### src/rtl/fetch_icache.sv
// Direct-mapped I-cache; build with ICACHE_STATS_EN for hit/miss counters.
// Latency: hits return combinationally; a miss holds stall for 1 + beat waits + 1 cycles.
// Backpressure: refill beats hold mem_req/mem_addr stable until mem_ready.
module fetch_icache #(
    parameter int LINES          = 16,
    parameter int WORDS_PER_LINE = 4
) (
    input  logic        clk,
    input  logic        reset,
    input  logic        req_valid,
    input  logic [31:0] req_pc,
    output logic        resp_valid,
    output logic [31:0] resp_instr,
    output logic        stall,
    input  logic        invalidate,
    output logic        mem_req,
    output logic [31:0] mem_addr,
    input  logic        mem_ready,
    input  logic [31:0] mem_rdata,
    output logic [31:0] hit_count,
    output logic [31:0] miss_count
);
    localparam int OFF_W = $clog2(WORDS_PER_LINE);
    localparam int IDX_W = $clog2(LINES);
    localparam int OB    = 2 + OFF_W;
    localparam int TAG_W = 32 - OB - IDX_W;
    localparam logic [31:0]      NOP       = 32'h0000_0013;
    localparam logic [OFF_W-1:0] LAST_BEAT = OFF_W'(WORDS_PER_LINE - 1);

    typedef enum logic [1:0] {IDLE, REFILL, DONE} state_t;

    state_t           state_q, state_d;
    logic [TAG_W-1:0] fill_tag_q, fill_tag_d;
    logic [IDX_W-1:0] fill_idx_q, fill_idx_d;
    logic [OFF_W-1:0] beat_q, beat_d;
    logic             cancel_q, cancel_d;
    logic [LINES-1:0] valid_q;
    logic [TAG_W-1:0] tags_q [LINES];
    logic [31:0]      data_q [LINES][WORDS_PER_LINE];

    logic [OFF_W-1:0] req_off;
    logic [IDX_W-1:0] req_idx;
    logic [TAG_W-1:0] req_tag;
    logic             lookup_hit;
    logic             beat_acc;
    logic             fill_last;
    logic             hit_fire;
    logic             miss_fire;
    logic             unused_pc_bits;

    assign req_off        = req_pc[OB-1:2];
    assign req_idx        = req_pc[OB+IDX_W-1:OB];
    assign req_tag        = req_pc[31:OB+IDX_W];
    assign unused_pc_bits = ^req_pc[1:0];

    assign lookup_hit = req_valid && valid_q[req_idx] && (tags_q[req_idx] == req_tag);
    assign beat_acc   = (state_q == REFILL) && mem_ready;
    assign fill_last  = beat_acc && (beat_q == LAST_BEAT);

    always_comb begin
        state_d    = state_q;
        fill_tag_d = fill_tag_q;
        fill_idx_d = fill_idx_q;
        beat_d     = beat_q;
        cancel_d   = cancel_q;
        resp_valid = 1'b0;
        resp_instr = NOP;
        stall      = 1'b0;
        mem_req    = 1'b0;
        mem_addr   = '0;
        hit_fire   = 1'b0;
        miss_fire  = 1'b0;
        case (state_q)
            IDLE: begin
                if (req_valid) begin
                    if (lookup_hit) begin
                        resp_valid = 1'b1;
                        resp_instr = data_q[req_idx][req_off];
                        hit_fire   = 1'b1;
                    end else begin
                        stall      = 1'b1;
                        miss_fire  = 1'b1;
                        fill_tag_d = req_tag;
                        fill_idx_d = req_idx;
                        beat_d     = '0;
                        cancel_d   = 1'b0;
                        state_d    = REFILL;
                    end
                end
            end
            REFILL: begin
                stall    = 1'b1;
                mem_req  = 1'b1;
                mem_addr = {fill_tag_q, fill_idx_q, beat_q, 2'b00};
                // An invalidate anywhere in the refill poisons the line being filled.
                if (invalidate) cancel_d = 1'b1;
                if (mem_ready) begin
                    beat_d = beat_q + OFF_W'(1);
                    if (beat_q == LAST_BEAT) state_d = DONE;
                end
            end
            DONE: begin
                stall   = 1'b1;
                state_d = IDLE;
            end
            default: state_d = IDLE;
        endcase
        // Outputs go quiet the moment reset is asserted, even with req_valid held.
        if (!reset) begin
            resp_valid = 1'b0;
            resp_instr = NOP;
            stall      = 1'b0;
            mem_req    = 1'b0;
            mem_addr   = '0;
        end
    end

    always_ff @(posedge clk or negedge reset) begin
        if (!reset) begin
            state_q    <= IDLE;
            fill_tag_q <= '0;
            fill_idx_q <= '0;
            beat_q     <= '0;
            cancel_q   <= 1'b0;
            valid_q    <= '0;
        end else begin
            state_q    <= state_d;
            fill_tag_q <= fill_tag_d;
            fill_idx_q <= fill_idx_d;
            beat_q     <= beat_d;
            cancel_q   <= cancel_d;
            if (invalidate)
                valid_q <= '0;
            else if (fill_last && !cancel_q)
                valid_q[fill_idx_q] <= 1'b1;
        end
    end

    always_ff @(posedge clk) begin
        if (beat_acc) data_q[fill_idx_q][beat_q] <= mem_rdata;
        if (fill_last) tags_q[fill_idx_q] <= fill_tag_q;
    end

`ifdef ICACHE_STATS_EN
    logic [31:0] hit_cnt_q, miss_cnt_q;

    always_ff @(posedge clk or negedge reset) begin
        if (!reset) begin
            hit_cnt_q  <= '0;
            miss_cnt_q <= '0;
        end else begin
            if (hit_fire)  hit_cnt_q  <= hit_cnt_q + 32'd1;
            if (miss_fire) miss_cnt_q <= miss_cnt_q + 32'd1;
        end
    end

    assign hit_count  = hit_cnt_q;
    assign miss_count = miss_cnt_q;
`else
    logic unused_stats;
    assign unused_stats = hit_fire ^ miss_fire;
    assign hit_count    = '0;
    assign miss_count   = '0;
`endif

endmodule

### config.mk
export PLATFORM = sky130hd
export DESIGN_NAME = fetch_icache
export DESIGN_NICKNAME = d
export VERILOG_FILES = /design/src/rtl/fetch_icache.sv
export SDC_FILE = /design/constraint.sdc
export NUM_CORES = 2
export LEC_CHECK = 0
export CAP_MARGIN = 20
export CORE_MARGIN = 4
export CORE_UTILIZATION = 31
export CTS_CLUSTER_DIAMETER = 150
export DETAILED_ROUTE_END_ITERATION = 7
export SLEW_MARGIN = 0
export SYNTH_ARGS = -nofsm -noshare
export SYNTH_HDL_FRONTEND = slang
export SYNTH_SLANG_ARGS = --single-unit
### constraint.sdc
create_clock -name clk -period 4.5 [get_ports clk]
set_input_delay 0.675 -clock clk [delete_from_list [all_inputs] [get_ports clk]]
set_output_delay 0.675 -clock clk [all_outputs]
set_load 0.02 [all_outputs]
==> summary.txt <==
Run status
  – Status: finished with violations
  – Failing checks: negative setup slack

Worst setup path
  – Crit-path cells: mux4_2 -> mux4_2 -> xnor2_2 -> nand4b_1 -> or4b_4 -> nor4_4 -> nand4_2 -> buf_12 -> buf_12 -> buf_12 -> or2_1 -> buf_6
  – Crit path buffers/inverters: 4
  – Setup crit start kind: flip-flop
  – Critical Path Most Common Cell: buf_12
  – Worst setup EP type: output port
  – CP max FO: 12
  – CP top delay family: simple AND/OR/NAND/NOR gates
  – Crit Path Category: reg2out
  – Critical path required time: 3830 ps
  – Worst stage delay on the critical path: 550 ps
  – Slowest-stage cell, CP: or4b_4
  – Critical Path AT: 4470 ps

Detailed routing
  – Vias: 45100
  – Residual DRC: 0
  – Antenna viol nets, final: 0
  – First-pass DRT Iterations: 7
  – Routed len/inst: 28.8 um
  – Vias/cell: 5.15
  – Initial DRC Count: 5999
  – Drt total wl: 252000 um

Yosys
  – Post-Synth XOR/XNOR Area: 0.00283
  – Mux contribution to synthesized area: 0.189
  – Main combinational cell family by area after synthesis: multiplexers
  – Yosys Warn Count: 0
  – Mapped Area: 96100 um2
  – Area contributors post-synth: edfxtp_1, mux4_2, dfrtp_1, buf_4, mux2i_1
  – Synthesis-stage register bit count: 2481
  – Avg Synthesized Cell Area: 24.1 um2
  – Compound-cell area share of the yosys netlist: 0.00529
  – Yosys top cell by area: edfxtp_1
  – Gate Count Post-Synth: 3984
  – Post-synthesis simple-gate area fraction: 0.0135
  – Synth top cells by count: edfxtp_1, mux4_2, clkbuf_1, nor2_1, buf_4
  – Most instantiated library cell after synthesis: edfxtp_1
  – Post-synth ARST share: 0.0198
  – Post-synth EDFFs: 2432
  – Ys flop type: edfxtp_1
  – Unique masters post-synth: 59
  – Post-synthesis sequential area ratio: 0.773
  – Share of the synthesized area in the top cell type: 0.760
  – Post-Synth Adder-Cell Area: 0.000911

Timing
  – Worst-Margin Slew: 1130 ps
  – Final hold vios: 0
  – Fmax: 194 MHz
  – Slew margin rel.: 0.248
  – Share of the clock period used by the worst path: 1.14
  – Hold slack: 65.9 ps
  – RSZ-0062 raised after global routing: true
  – Minimum clock period: 5150 ps
  – Fin worst setup slack: -646 ps
  – Final setup fails: 34
  – Slew Viols, Final: 0
  – Clock Skew: 96.6 ps

Clock network
  – CTS tree: built
  – Clock slew at the register clock pins of the worst setup and hold paths: 60 ps
  – TritonCTS Sinks: 2481
  – Worst skew pair latency: 930 ps
  – Root Buffer: clkbuf_16
  – Clock Path Buffers: 4
  – # H-tree levels: 4
  – Num CTS Buffers: 245

Global routing
  – Largest net degree at the start of global routing: 65
  – Initial antenna violation count: 29
  – First-pass GRT wire length: 355000 um
  – Grt total ovfl: 0
  – Number of global-route vias before repair: 45800
  – Total track usage: 0.155

Pwr
  – Switching share of total power: 0.229
  – Total Power: 51.7 mW
  – Net switching power: 11.8 mW
  – Power Density: 456 nW/um2
  – Power share of the clock group: 0.396
  – Comb pwr share: 0.080
  – Max VDD drop: 0.000354 V
  – Sequential share of power: 0.524
  – LEAKAGE: 35.3 nW
  – Internal: 39.9 mW

Die
  – Die area: 319000 um2
  – Placement row count: 204
  – Initial core utilization: 0.311
  – I/O pins: 200
  – Die height: 565 um
  – Die X: 565 um
  – Core ar.: 309000 um2

Cells and area
  – Multi-input combinational cell area: 21200 um2
  – Nets: 4497
  – Finished Core Util: 0.367
  – Register area: 74300 um2
  – Share of layout cells above drive strength 1: 0.339
  – Fill cells: 27800
  – Final Cell Area: 113000 um2
  – Layout area overhead: 18.0%

Place
  – Cell Area, Placed: 105000 um2
  – Detail Placement HPWL: 137000 um
  – Count of buffers from port buffering: 131
  – Pre-CTS setup slack: -629 ps
  – Routability cong.: 0.784

Run
  – Max Cap Violations: 0

Min path
  – Worst hold path type: in2reg
cells in the final DEF (no fill, tap or decap), types with 29 or more instances in the layout:
cell type,count
mux4_2,763
conb_1,66
and3_1,34
clkbuf_1,45
clkinv_1,55
buf_2,33
clkdlybuf4s50_1,58
buf_12,118
dfrtp_1,49
bufinv_16,29
mux2i_1,56
edfxtp_1,2432
nor2_4,64
nor2_1,37
clkbuf_16,248
buf_4,167
clkinv_2,44
what timing repair did:
item	in CTS	in global routing
gates resized for setup	67	12
setup buffers	1	0
hold buffers	2	1
cloned	1	0
pin swaps	1	0
hold endpoints to repair	15	2
endpoints found under the setup margin	34	34
area by class of cell:
class / count / share of cell area
antenna: 7 / 0.000155
clock buffer: 301 / 0.0572
clock inverter: 145 / 0.0133
inverter: 11 / 0.000364
multi-input combinational: 1281 / 0.187
sequential: 2481 / 0.655
tap: 4120 / 0.0455
timing repair buffer: 401 / 0.0415
logic make-up after synthesis:
family                   count (synthesis)
adder cells (fa/ha/maj)                  7
AO/OA/AOI/OAI                           72
multiplexers                           849
AND/OR/NAND/NOR                        256
buffers and inverters                  287
flip-flops                            2481
other                                    1
XOR/XNOR                                31
worst paths after layout:
check,to,cells after the start,from,slack (ps)
min reg2reg,valid_q[7]$_DFFE_PN0P_,2,valid_q[7]$_DFFE_PN0P_,510
max reg2reg,fill_tag_q[21]$_DFFE_PN0P_,10,tags_q[13][5]$_DFFE_PP_,850
max,resp_instr[1],12,tags_q[13][5]$_DFFE_PP_,-650
max in group asynchronous,valid_q[7]$_DFFE_PN0P_,3,reset,3570
min,data_q[14][44]$_DFFE_PP_,1,mem_rdata[12],70
min in group asynchronous,fill_tag_q[16]$_DFFE_PN0P_,3,reset,560
metal layers:
metal / vias to the layer above / GRT usage / part of all wire
met3: 383 / 0.0341 / 0.090
met4: 10 / 0.0369 / 0.024
met5: - / 0 / 0.00030
li1: 17900 / - / -
met2: 2076 / 0.240 / 0.46
met1: 24700 / 0.224 / 0.42
registers in the layout, indices dropped and copies added (netlist names):
name / count
data_q: 2048
tags_q: 384
fill_tag_q: 24
valid_q: 16
fill_idx_q: 4
beat_q: 2
state_q: 2
cancel_q: 1
power by group through the flow:
stage	Combinational [mW]	Sequential, mW	Clock [mW]
2_1_floorplan	2.25	27.3	0
3_3_place_gp	4.04	27.5	0
3_5_place_dp	4.09	27.6	0
4_1_cts	4.12	27.1	20.9
5_1_grt	4.36	27.2	21.9
6_report	4.16	27.1	20.5
metrics by stage:
stage | TNS (ps) | std cells
after floorplan | 0 | 4049
after global placement | -14070 | 8269
after detailed placement | -14460 | 8269
after CTS | -22620 | 8718
after global routing | -23540 | 8740
final | -17330 | 8747
worst reg2reg max path: stages (launching register included):
cell	delay, ps
edfxtp_1	360
mux4_2	470
mux4_2	510
xnor2_2	220
nand4b_1	200
or4b_4	550
nor4_4	200
buf_4	190
a21oi_4	60
buf_4	350
mux2_1	430
Power figures use the tool's default switching activity.
